===== config.mk =====
export PLATFORM = sky130hd
export DESIGN_NAME = sal_rd_dfi_capture_flat
export DESIGN_NICKNAME = d
export VERILOG_FILES = /design/src/rtl/sal_rd_dfi_capture_if.sv /design/src/rtl/sal_rd_dfi_capture.sv /design/src/flat_wrapper.sv
export SDC_FILE = /design/constraint.sdc
export NUM_CORES = 1
export LEC_CHECK = 0
export CAP_MARGIN = 20
export CELL_PAD_IN_SITES_DETAIL_PLACEMENT = 1
export CELL_PAD_IN_SITES_GLOBAL_PLACEMENT = 2
export CORE_MARGIN = 2
export CORE_UTILIZATION = 30
export DETAILED_ROUTE_END_ITERATION = 16
export PLACE_DENSITY = 0.56
export SKIP_LAST_GASP = 1
export SLEW_MARGIN = 20
export SYNTH_ARGS = -nofsm -noshare
export SYNTH_HDL_FRONTEND = slang
export SYNTH_SLANG_ARGS = --single-unit

===== constraint.sdc =====
create_clock -name clk -period 8.77 [get_ports clk]
set_clock_uncertainty 0.2 [all_clocks]
set_input_delay 1.754 -clock clk [delete_from_list [all_inputs] [get_ports clk]]
set_output_delay 1.754 -clock clk [all_outputs]
set_load 0.02 [all_outputs]

===== src/rtl/sal_rd_dfi_capture_if.sv =====
// Read-return bundle for sal_rd_dfi_capture: scheduler issue records, DFI read beats,
// AXI R channel and sticky error flags.
interface sal_rd_dfi_capture_if #(
  parameter int ID_WIDTH   = 4,
  parameter int DATA_WIDTH = 64
);
  logic                  rd_issue_valid;
  logic                  rd_issue_ready;
  logic [ID_WIDTH-1:0]   rd_issue_id;
  logic [3:0]            rd_issue_len;
  logic                  dfi_rddata_valid;
  logic [DATA_WIDTH-1:0] dfi_rddata;
  logic                  rvalid;
  logic                  rready;
  logic [ID_WIDTH-1:0]   rid;
  logic [DATA_WIDTH-1:0] rdata;
  logic [1:0]            rresp;
  logic                  rlast;
  logic                  err_overflow;
  logic                  err_orphan;

  modport slave (
    input  rd_issue_valid, rd_issue_id, rd_issue_len,
    input  dfi_rddata_valid, dfi_rddata, rready,
    output rd_issue_ready, rvalid, rid, rdata, rresp, rlast,
    output err_overflow, err_orphan
  );

  modport master (
    output rd_issue_valid, rd_issue_id, rd_issue_len,
    output dfi_rddata_valid, dfi_rddata, rready,
    input  rd_issue_ready, rvalid, rid, rdata, rresp, rlast,
    input  err_overflow, err_orphan
  );
endinterface


===== src/rtl/sal_rd_dfi_capture.sv =====
// DDR2 read-return path: tags issued reads, captures DFI beats into a FWFT buffer and
// replays them in order on AXI R. Issue-time reservation keeps the PHY side backpressure-free.
module sal_rd_dfi_capture #(
  parameter int ID_WIDTH   = 4,
  parameter int DATA_WIDTH = 64,
  parameter int TAG_DEPTH  = 8,
  parameter int DATA_DEPTH = 16
) (
  input logic                 clk,
  input logic                 rst,
  sal_rd_dfi_capture_if.slave bus
);
  localparam int TAW = $clog2(TAG_DEPTH);
  localparam int DAW = $clog2(DATA_DEPTH);
  localparam int CW  = DAW + 1;

  logic [ID_WIDTH-1:0]   r_tag_id  [TAG_DEPTH];
  logic [3:0]            r_tag_len [TAG_DEPTH];
  logic [TAW:0]          r_tag_wptr, r_tag_rptr;
  logic [DATA_WIDTH-1:0] r_data_mem [DATA_DEPTH];
  logic [DAW:0]          r_data_wptr, r_data_rptr;
  logic [CW-1:0]         r_resv_cnt, r_rx_pending;
  logic [3:0]            r_beat_cnt;
  logic                  r_err_overflow, r_err_orphan;

  logic          w_tag_empty, w_tag_full, w_data_empty, w_data_full;
  logic [CW-1:0] w_burst_beats;
  logic [CW:0]   w_need;
  logic          w_issue_ready, w_accept;
  logic          w_rvalid, w_rlast, w_hs;
  logic          w_dfi_take, w_data_push;
  logic [3:0]    w_head_len;

  assign w_tag_empty  = (r_tag_wptr == r_tag_rptr);
  assign w_tag_full   = (r_tag_wptr == {~r_tag_rptr[TAW], r_tag_rptr[TAW-1:0]});
  assign w_data_empty = (r_data_wptr == r_data_rptr);
  assign w_data_full  = (r_data_wptr == {~r_data_rptr[DAW], r_data_rptr[DAW-1:0]});

  assign w_burst_beats = CW'(bus.rd_issue_len) + CW'(1);
  assign w_need        = {1'b0, r_resv_cnt} + {1'b0, w_burst_beats};
  assign w_issue_ready = !w_tag_full && (w_need <= (CW+1)'(DATA_DEPTH));
  assign w_accept      = bus.rd_issue_valid && w_issue_ready;

  assign w_head_len = r_tag_len[r_tag_rptr[TAW-1:0]];
  assign w_rvalid   = !w_data_empty;
  assign w_rlast    = w_rvalid && (r_beat_cnt == w_head_len);
  assign w_hs       = w_rvalid && bus.rready;

  // A pop in the same cycle frees the slot, so a full buffer can still take the beat.
  assign w_dfi_take  = bus.dfi_rddata_valid && (r_rx_pending != '0);
  assign w_data_push = w_dfi_take && (!w_data_full || w_hs);

  always_ff @(posedge clk or posedge rst) begin
    if (rst) begin
      r_tag_wptr     <= '0;
      r_tag_rptr     <= '0;
      r_data_wptr    <= '0;
      r_data_rptr    <= '0;
      r_resv_cnt     <= '0;
      r_rx_pending   <= '0;
      r_beat_cnt     <= '0;
      r_err_overflow <= 1'b0;
      r_err_orphan   <= 1'b0;
    end else begin
      r_resv_cnt   <= r_resv_cnt + (w_accept ? w_burst_beats : '0) - (w_hs ? CW'(1) : '0);
      r_rx_pending <= r_rx_pending + (w_accept ? w_burst_beats : '0) - (w_dfi_take ? CW'(1) : '0);
      if (w_accept)
        r_tag_wptr <= r_tag_wptr + 1'b1;
      if (w_data_push)
        r_data_wptr <= r_data_wptr + 1'b1;
      if (bus.dfi_rddata_valid && (r_rx_pending == '0))
        r_err_orphan <= 1'b1;
      if (w_dfi_take && !w_data_push)
        r_err_overflow <= 1'b1;
      if (w_hs) begin
        r_data_rptr <= r_data_rptr + 1'b1;
        if (w_rlast) begin
          r_tag_rptr <= r_tag_rptr + 1'b1;
          r_beat_cnt <= '0;
        end else begin
          r_beat_cnt <= r_beat_cnt + 4'd1;
        end
      end
    end
  end

  always_ff @(posedge clk) begin
    if (w_accept) begin
      r_tag_id[r_tag_wptr[TAW-1:0]]  <= bus.rd_issue_id;
      r_tag_len[r_tag_wptr[TAW-1:0]] <= bus.rd_issue_len;
    end
    if (w_data_push)
      r_data_mem[r_data_wptr[DAW-1:0]] <= bus.dfi_rddata;
  end

  // Storage is not reset, so head fields are masked while nothing is presented.
  assign bus.rd_issue_ready = w_issue_ready;
  assign bus.rvalid         = w_rvalid;
  assign bus.rdata          = w_rvalid ? r_data_mem[r_data_rptr[DAW-1:0]] : '0;
  assign bus.rid            = (w_rvalid && !w_tag_empty) ? r_tag_id[r_tag_rptr[TAW-1:0]] : '0;
  assign bus.rlast          = w_rlast;
  assign bus.rresp          = 2'b00;
  assign bus.err_overflow   = r_err_overflow;
  assign bus.err_orphan     = r_err_orphan;
endmodule


===== src/flat_wrapper.sv =====
// flat-port wrapper written by rule: the top's interface ports become plain ports
module sal_rd_dfi_capture_flat 
#(
  parameter int ID_WIDTH   = 4,
  parameter int DATA_WIDTH = 64,
  parameter int TAG_DEPTH  = 8,
  parameter int DATA_DEPTH = 16
)
  (clk, rst, bus_rd_issue_valid, bus_rd_issue_id, bus_rd_issue_len, bus_dfi_rddata_valid, bus_dfi_rddata, bus_rready, bus_rd_issue_ready, bus_rvalid, bus_rid, bus_rdata, bus_rresp, bus_rlast, bus_err_overflow, bus_err_orphan);
  sal_rd_dfi_capture_if #(.ID_WIDTH(ID_WIDTH), .DATA_WIDTH(DATA_WIDTH)) bus_i ();
  input logic clk;
  input logic rst;
  input wire logic [$bits(bus_i.rd_issue_valid)-1:0] bus_rd_issue_valid;
  input wire logic [$bits(bus_i.rd_issue_id)-1:0] bus_rd_issue_id;
  input wire logic [$bits(bus_i.rd_issue_len)-1:0] bus_rd_issue_len;
  input wire logic [$bits(bus_i.dfi_rddata_valid)-1:0] bus_dfi_rddata_valid;
  input wire logic [$bits(bus_i.dfi_rddata)-1:0] bus_dfi_rddata;
  input wire logic [$bits(bus_i.rready)-1:0] bus_rready;
  output wire logic [$bits(bus_i.rd_issue_ready)-1:0] bus_rd_issue_ready;
  output wire logic [$bits(bus_i.rvalid)-1:0] bus_rvalid;
  output wire logic [$bits(bus_i.rid)-1:0] bus_rid;
  output wire logic [$bits(bus_i.rdata)-1:0] bus_rdata;
  output wire logic [$bits(bus_i.rresp)-1:0] bus_rresp;
  output wire logic [$bits(bus_i.rlast)-1:0] bus_rlast;
  output wire logic [$bits(bus_i.err_overflow)-1:0] bus_err_overflow;
  output wire logic [$bits(bus_i.err_orphan)-1:0] bus_err_orphan;
  assign bus_i.rd_issue_valid = bus_rd_issue_valid;
  assign bus_i.rd_issue_id = bus_rd_issue_id;
  assign bus_i.rd_issue_len = bus_rd_issue_len;
  assign bus_i.dfi_rddata_valid = bus_dfi_rddata_valid;
  assign bus_i.dfi_rddata = bus_dfi_rddata;
  assign bus_i.rready = bus_rready;
  assign bus_rd_issue_ready = bus_i.rd_issue_ready;
  assign bus_rvalid = bus_i.rvalid;
  assign bus_rid = bus_i.rid;
  assign bus_rdata = bus_i.rdata;
  assign bus_rresp = bus_i.rresp;
  assign bus_rlast = bus_i.rlast;
  assign bus_err_overflow = bus_i.err_overflow;
  assign bus_err_orphan = bus_i.err_orphan;
  sal_rd_dfi_capture #(.ID_WIDTH(ID_WIDTH), .DATA_WIDTH(DATA_WIDTH), .TAG_DEPTH(TAG_DEPTH), .DATA_DEPTH(DATA_DEPTH)) u_core (.clk(clk), .rst(rst), .bus(bus_i));
endmodule

Word level (Yosys, flattened, before mapping)
Memories as Yosys holds them, arrays and structs flattened.
Cells that the tools add are included.
{"block": "word_totals", "reg_bits": 34, "latchBits": 0, "mem_bits_rw": 1088, "rom_bits": 0, "inputBits": 77, "out_inout_bits": 75, "word_cells": 59, "n_memories": 3}
{"memory": "u_core.r_data_mem", "words": 16, "width": 64, "read_ports": 1, "rd_clocked_by_memory_dff": 0, "wr": 1, "line": "sal_rd_dfi_capture.sv:20", "source": "logic [DATA_WIDTH-1:0] r_data_mem [DATA_DEPTH];"}
{"memory": "u_core.r_tag_id", "words": 8, "width": 4, "read_ports": 1, "rd_clocked_by_memory_dff": 0, "wr": 1, "line": "sal_rd_dfi_capture.sv:17", "source": "logic [ID_WIDTH-1:0] r_tag_id [TAG_DEPTH];"}
{"memory": "u_core.r_tag_len", "words": 8, "width": 4, "read_ports": 1, "rd_clocked_by_memory_dff": 0, "wr": 1, "line": "sal_rd_dfi_capture.sv:18", "source": "logic [3:0] r_tag_len [TAG_DEPTH];"}
{"block": "op_classes", "addsub": 11, "mul": 0, "div": 0, "magnitude_cmp": 1, "eq_ne": 5, "shift": 0, "muxes": 10, "bitwise": 2, "n_reduce_logical": 18}
{"operator": "64-bit 2-to-1 mux", "count": 1}
{"operator": "4-bit by 1-bit adder with 4-bit output (second input constant)", "count": 3}
{"operator": "4-bit equality test", "count": 3}
{"operator": "5-bit by 1-bit adder with 5-bit output (second input constant)", "count": 2}
{"operator": "5-bit adder", "count": 2}
{"operator": "5-bit equality test", "count": 2}
{"operator": "5-bit subtractor", "count": 2}
{"operator": "1-bit logical AND", "count": 9}
{"operator": "4-bit 2-to-1 mux", "count": 2}
{"operator": "5-bit by 5-bit adder with 6-bit output", "count": 1}
{"operator": "6-bit by 5-bit less-or-equal comparator with 1-bit output (second input constant)", "count": 1}
{"operator": "1-bit 2-to-1 mux", "count": 6}
{"operator": "4-bit by 1-bit adder with 5-bit output (second input constant)", "count": 1}
{"operator": "1-bit zero test", "count": 5}
{"operator": "5-bit zero test", "count": 1}
{"operator": "5-bit 2-to-1 mux", "count": 1}
{"operator": "5-bit nonzero test", "count": 1}
{"operator": "1-bit NOT", "count": 2}
{"operator": "2-bit AND reduction", "count": 1}
{"operator": "1-bit logical OR", "count": 1}

Depth between registers and ports, before layout
{"block": "logic_depth", "word_depth": 8, "depth_mapped": 17, "depth_no_buf": 17}

Worst setup path before layout
OpenSTA, ideal clock, no wires.
{"block": "synth_timing", "path_type": "input to register", "start": "input port bus_dfi_rddata_valid", "end": "memory u_core.r_data_mem[3][0], enable pin", "setup_time_ns": 0.564, "t_arrival_ns": 6.750, "required_time_ns": 8.006, "slack_ns": 1.255, "stages": 4, "n_path_buf": 0, "path_cell_list": "o21ai_0 > nor2_1 > nand2_1 > nor3_1"}
{"block": "synth_via", "elab_chain_cells": 4}
{"element": "start: declaration", "line": "flat_wrapper.sv:16", "source": "input wire logic [$bits(bus_i.dfi_rddata_valid)-1:0] bus_dfi_rddata_valid;"}
{"element": "1-bit logical AND", "line": "sal_rd_dfi_capture.sv:50", "source": "assign w_dfi_take = bus.dfi_rddata_valid && (r_rx_pending != '0);"}
{"element": "1-bit logical AND", "line": "sal_rd_dfi_capture.sv:51", "source": "assign w_data_push = w_dfi_take && (!w_data_full || w_hs);"}
{"element": "1-bit 2-to-1 mux", "line": "sal_rd_dfi_capture.sv:92", "source": "if (w_data_push)"}
{"element": "1-bit 2-to-1 mux (implied by the code)", "line": "sal_rd_dfi_capture.sv:93", "source": "r_data_mem[r_data_wptr[DAW-1:0]] <= bus.dfi_rddata;"}
{"element": "end: declaration", "line": "sal_rd_dfi_capture.sv:20"}
No other way between the ends.

Final worst setup path
{"block": "layout_timing", "start": "input port bus_rd_issue_len[0]", "end": "output port bus_rd_issue_ready"}
{"block": "layout_via", "elab_chain_cells": 4}
{"element": "start: declaration", "line": "flat_wrapper.sv:15", "source": "input wire logic [$bits(bus_i.rd_issue_len)-1:0] bus_rd_issue_len;"}
{"element": "4-bit by 1-bit adder with 5-bit output", "line": "sal_rd_dfi_capture.sv:39", "source": "assign w_burst_beats = CW'(bus.rd_issue_len) + CW'(1);"}
{"element": "5-bit by 5-bit adder with 6-bit output", "line": "sal_rd_dfi_capture.sv:40", "source": "assign w_need = {1'b0, r_resv_cnt} + {1'b0, w_burst_beats};"}
{"element": "6-bit by 5-bit less-or-equal comparator with 1-bit output", "line": "sal_rd_dfi_capture.sv:41", "source": "assign w_issue_ready = !w_tag_full && (w_need <= (CW+1)'(DATA_DEPTH));"}
{"element": "1-bit logical AND", "line": "sal_rd_dfi_capture.sv:41"}
{"element": "end: declaration", "line": "flat_wrapper.sv:19", "source": "output wire logic [$bits(bus_i.rd_issue_ready)-1:0] bus_rd_issue_ready;"}
No other way between the ends.

==> results.md <==
- Critical path type: primary input to primary output
- Worst Hold Depth: 1
- DR iter-0 viols: 1409
- Most frequent cells in the layout: 1088 x edfxtp_1, 331 x mux4_2, 149 x clkdlybuf4s50_1
- Xor-xnor portion of the synthesized cell area: 0.007428
- CTS Buf Count: 118
- Number of synthesized register bits: 1122
- Clock Tree Root: clkbuf_16
- Crit-path slowest cell: clkdlybuf4s50_1
- Fin util: 0.3593
- Worst slew margin: 0.2934
- FP Rows: 139
- Max_cap viols: 0
- WL/cell: 26.96 um
- Primary FF master, synth: edfxtp_1
- Post-route DRC: 0
- Antenna violations before repair: 14
- Slew Limit Fails: 0
- Placer Congestion: ~0.73
- Post-cts sizing count: 0
- CP Capture Type: primary output
- Placed insts: 3880
- Synth Cell Area: 43630 um^2
- Commonest non-fill, non-tap cell in the layout: edfxtp_1
- Via density: slightly below 5
- Synth Area in Adders: 0.01027
- Yosys Warn Count: 0
- Clk buf depth: 3
- Worst EP required: 6820 ps
- Hold_buf cts: 0
- Global route overflow: 0
- Final hold slack: 255.9 ps
- Lkg Pwr: 0.01621 uW
- Clock Latency Late Sink: 730 ps
- Routed Wire Length: about 110 mm
- Setup violators final: 0
- I/O pins: 152
- Syn Inst Count: ~1900
- Worst Setup Start Kind: primary input
- Final Hold Vio Count: 0
- Worst vdd ir: 0.0002308 V
- Area growth, synth to finish: 18.59%
- Sequential area share after synthesis: 0.7684
- Die Span Y: 385.4 um
- Port Buffer Count: between 100 and 150
- DRT antenna net count: 0
- RSZ-0062 raised after global routing: no
- Worst-path fanout max: 12
- Worst slew pin tran: 1060 ps
- Post-synth EDFFs: about 1100
- Cell chain of the critical path: clkdlybuf4s50_1 -> ha_1 -> xor2_1 -> ha_1 -> nor2b_1 -> or4_1 -> o211ai_1 -> o211a_1 -> clkdlybuf4s50_1
- Vias in the first global route: around 22000
- Largest net degree at the start of global routing: about 130
- Detailed Routing Iterations Pass 1: 5
- Worst hold path class: flip-flop to flip-flop
- Share of post-route cells with drive strength above 1: 0.2675
- Routed vias: 19960
- Post-CTS Setup Bufs: 0
- Die area: 148500 um^2
- Core area: around 140000 um^2
- Delay of the slowest critical-path stage: 770 ps
- Cell Count, Final, Fillers Out: approximately 4100
- Mux contribution to synthesized area: 0.1753
- CTS sink cnt: 1122
- Initial Util: 0.3030
- Status: finished, final reports clean
- First-pass GRT wire length: roughly 160 mm
- DP HPWL: 57.39 mm
- CTS tree: built
- Dominant combinational cell family by area after synthesis: multiplexers
- Power per cell area: 346.7 nW/um^2
- Reg clk slew, reported paths: around 50 ps
- Power Total: around 18000 uW
- Final setup TNS: 0 ps
- Synth Area in Compound Gates: 0.006281
- Post-layout nets: 2208
- Max frequency: 144.6 MHz
- Arrival @ worst endpoint: about 5000 ps
- Die W: 385.4 um
- Overall routing resource usage: 0.1513
- Final min period: 6915 ps
- Final period util: 0.7885
- Syn avg cell area: 23.38 um^2
- Asr flop ratio synth: 0.03030
- Simple-Gate Fraction of Synth Area: 0.01950
- Library cells used by synthesis: between 40 and 50
- Max H-tree Level: 3
- R2R depth: 8
[state kept, by name, indices dropped and copies added, names as in the netlist]
register,flops
u_core.r_tag_id,32
u_core.bus.err_orphan,1
u_core.r_data_wptr,5
u_core.r_tag_wptr,4
u_core.r_data_mem,1024
u_core.r_resv_cnt,5
u_core.bus.err_overflow,1
u_core.r_beat_cnt,4
u_core.r_tag_rptr,4
u_core.r_data_rptr,5
u_core.r_tag_len,32
u_core.r_rx_pending,5
[metrics by stage]
step                      cell area [um^2]  setup slack (ps)
after detailed placement             47750              1847
after CTS                            51730              1852
after global placement               47700              1981
final                                51740              1855
after floorplan                      43630              1255
after global routing                 51730              1631
[worst max-delay path: cells and delay by family]
family | cells | cell delay (ps)
xor+xnor | 1 | 310
buf+inv | 2 | 1380
compound gates | 2 | 340
simple gates | 2 | 570
fa+ha+maj | 2 | 600
[worst paths after layout]
path	startpoint	end	slack (ps)
worst max-delay path	bus_rd_issue_len[0]	bus_rd_issue_ready	1860
worst max register to register	u_core.r_data_rptr[0]	u_core.r_data_mem[8][30]	4270
min in group asynchronous	rst	u_core.r_tag_wptr[2]	1260
worst min register to register	u_core.bus.err_orphan	u_core.bus.err_orphan	260
max in group asynchronous	rst	u_core.r_data_rptr[3]	6710
worst min-delay path	u_core.bus.err_orphan	u_core.bus.err_orphan	260
[cells in the mapped netlist, drive strengths merged (4+ instances only)]
| cell | number | area share |
|---|---|---|
| nor2 | 23 | 0.0020 |
| nand2 | 24 | 0.0021 |
| nor3 | 14 | 0.0017 |
| xnor2 | 23 | 0.0046 |
| dfrtp | 34 | 0.020 |
| edfxtp | 1088 | 0.75 |
| buf | 42 | 0.0052 |
| nand3 | 4 | 0.00046 |
| mux4 | 332 | 0.17 |
| a21o | 7 | 0.0012 |
| xor2 | 14 | 0.0028 |
| a21oi | 9 | 0.0010 |
| mux2i | 10 | 0.0023 |
| nand4 | 4 | 0.00057 |
| mux2 | 6 | 0.0015 |
| nor2b | 68 | 0.0098 |
| ha | 31 | 0.0089 |
| clkbuf | 51 | 0.0044 |
| nand2b | 4 | 0.00057 |
| inv | 36 | 0.0031 |
| and3 | 5 | 0.00072 |
| o21ai | 9 | 0.0010 |
[cell type report]
class	instances	area, um^2
Timing Repair Buffer	203	2024
Multi-Input combinational cell	615	9676
Sequential cell	1122	33540
Inverter	37	138.9
Clock inverter	76	902.1
Antenna cell	1	2.502
Tap cell	1903	2381
Clock buffer	145	3075
Fill cell	13840	92270
[layer usage]
| layer | up-vias | share of wire | GRT usage |
|---|---|---|---|
| met1 | 11060 | 0.44 | 0.2050 |
| met4 | 22 | 0.017 | 0.03733 |
| met5 | - | 0.0012 | 0 |
| met2 | 393 | 0.50 | 0.2503 |
| met3 | 149 | 0.045 | 0.02972 |
| li1 | 8328 | - | - |
[kinds of logic after synthesis]
family | Yosys count
AND/OR/NAND/NOR | 154
AO/OA/AOI/OAI | 40
other | 1
multiplexers | 348
buffers and inverters | 130
adder cells (fa/ha/maj) | 34
flip-flops | 1122
XOR/XNOR | 37
[where the power goes]
part           switching [uW]  internal, uW  total, uW
logic                    3090          2860       5940
clock network            2110          3020       5130
registers                 370          6500       6870
total                    5560         12400      17900
(Power assumes the default switching activity.)
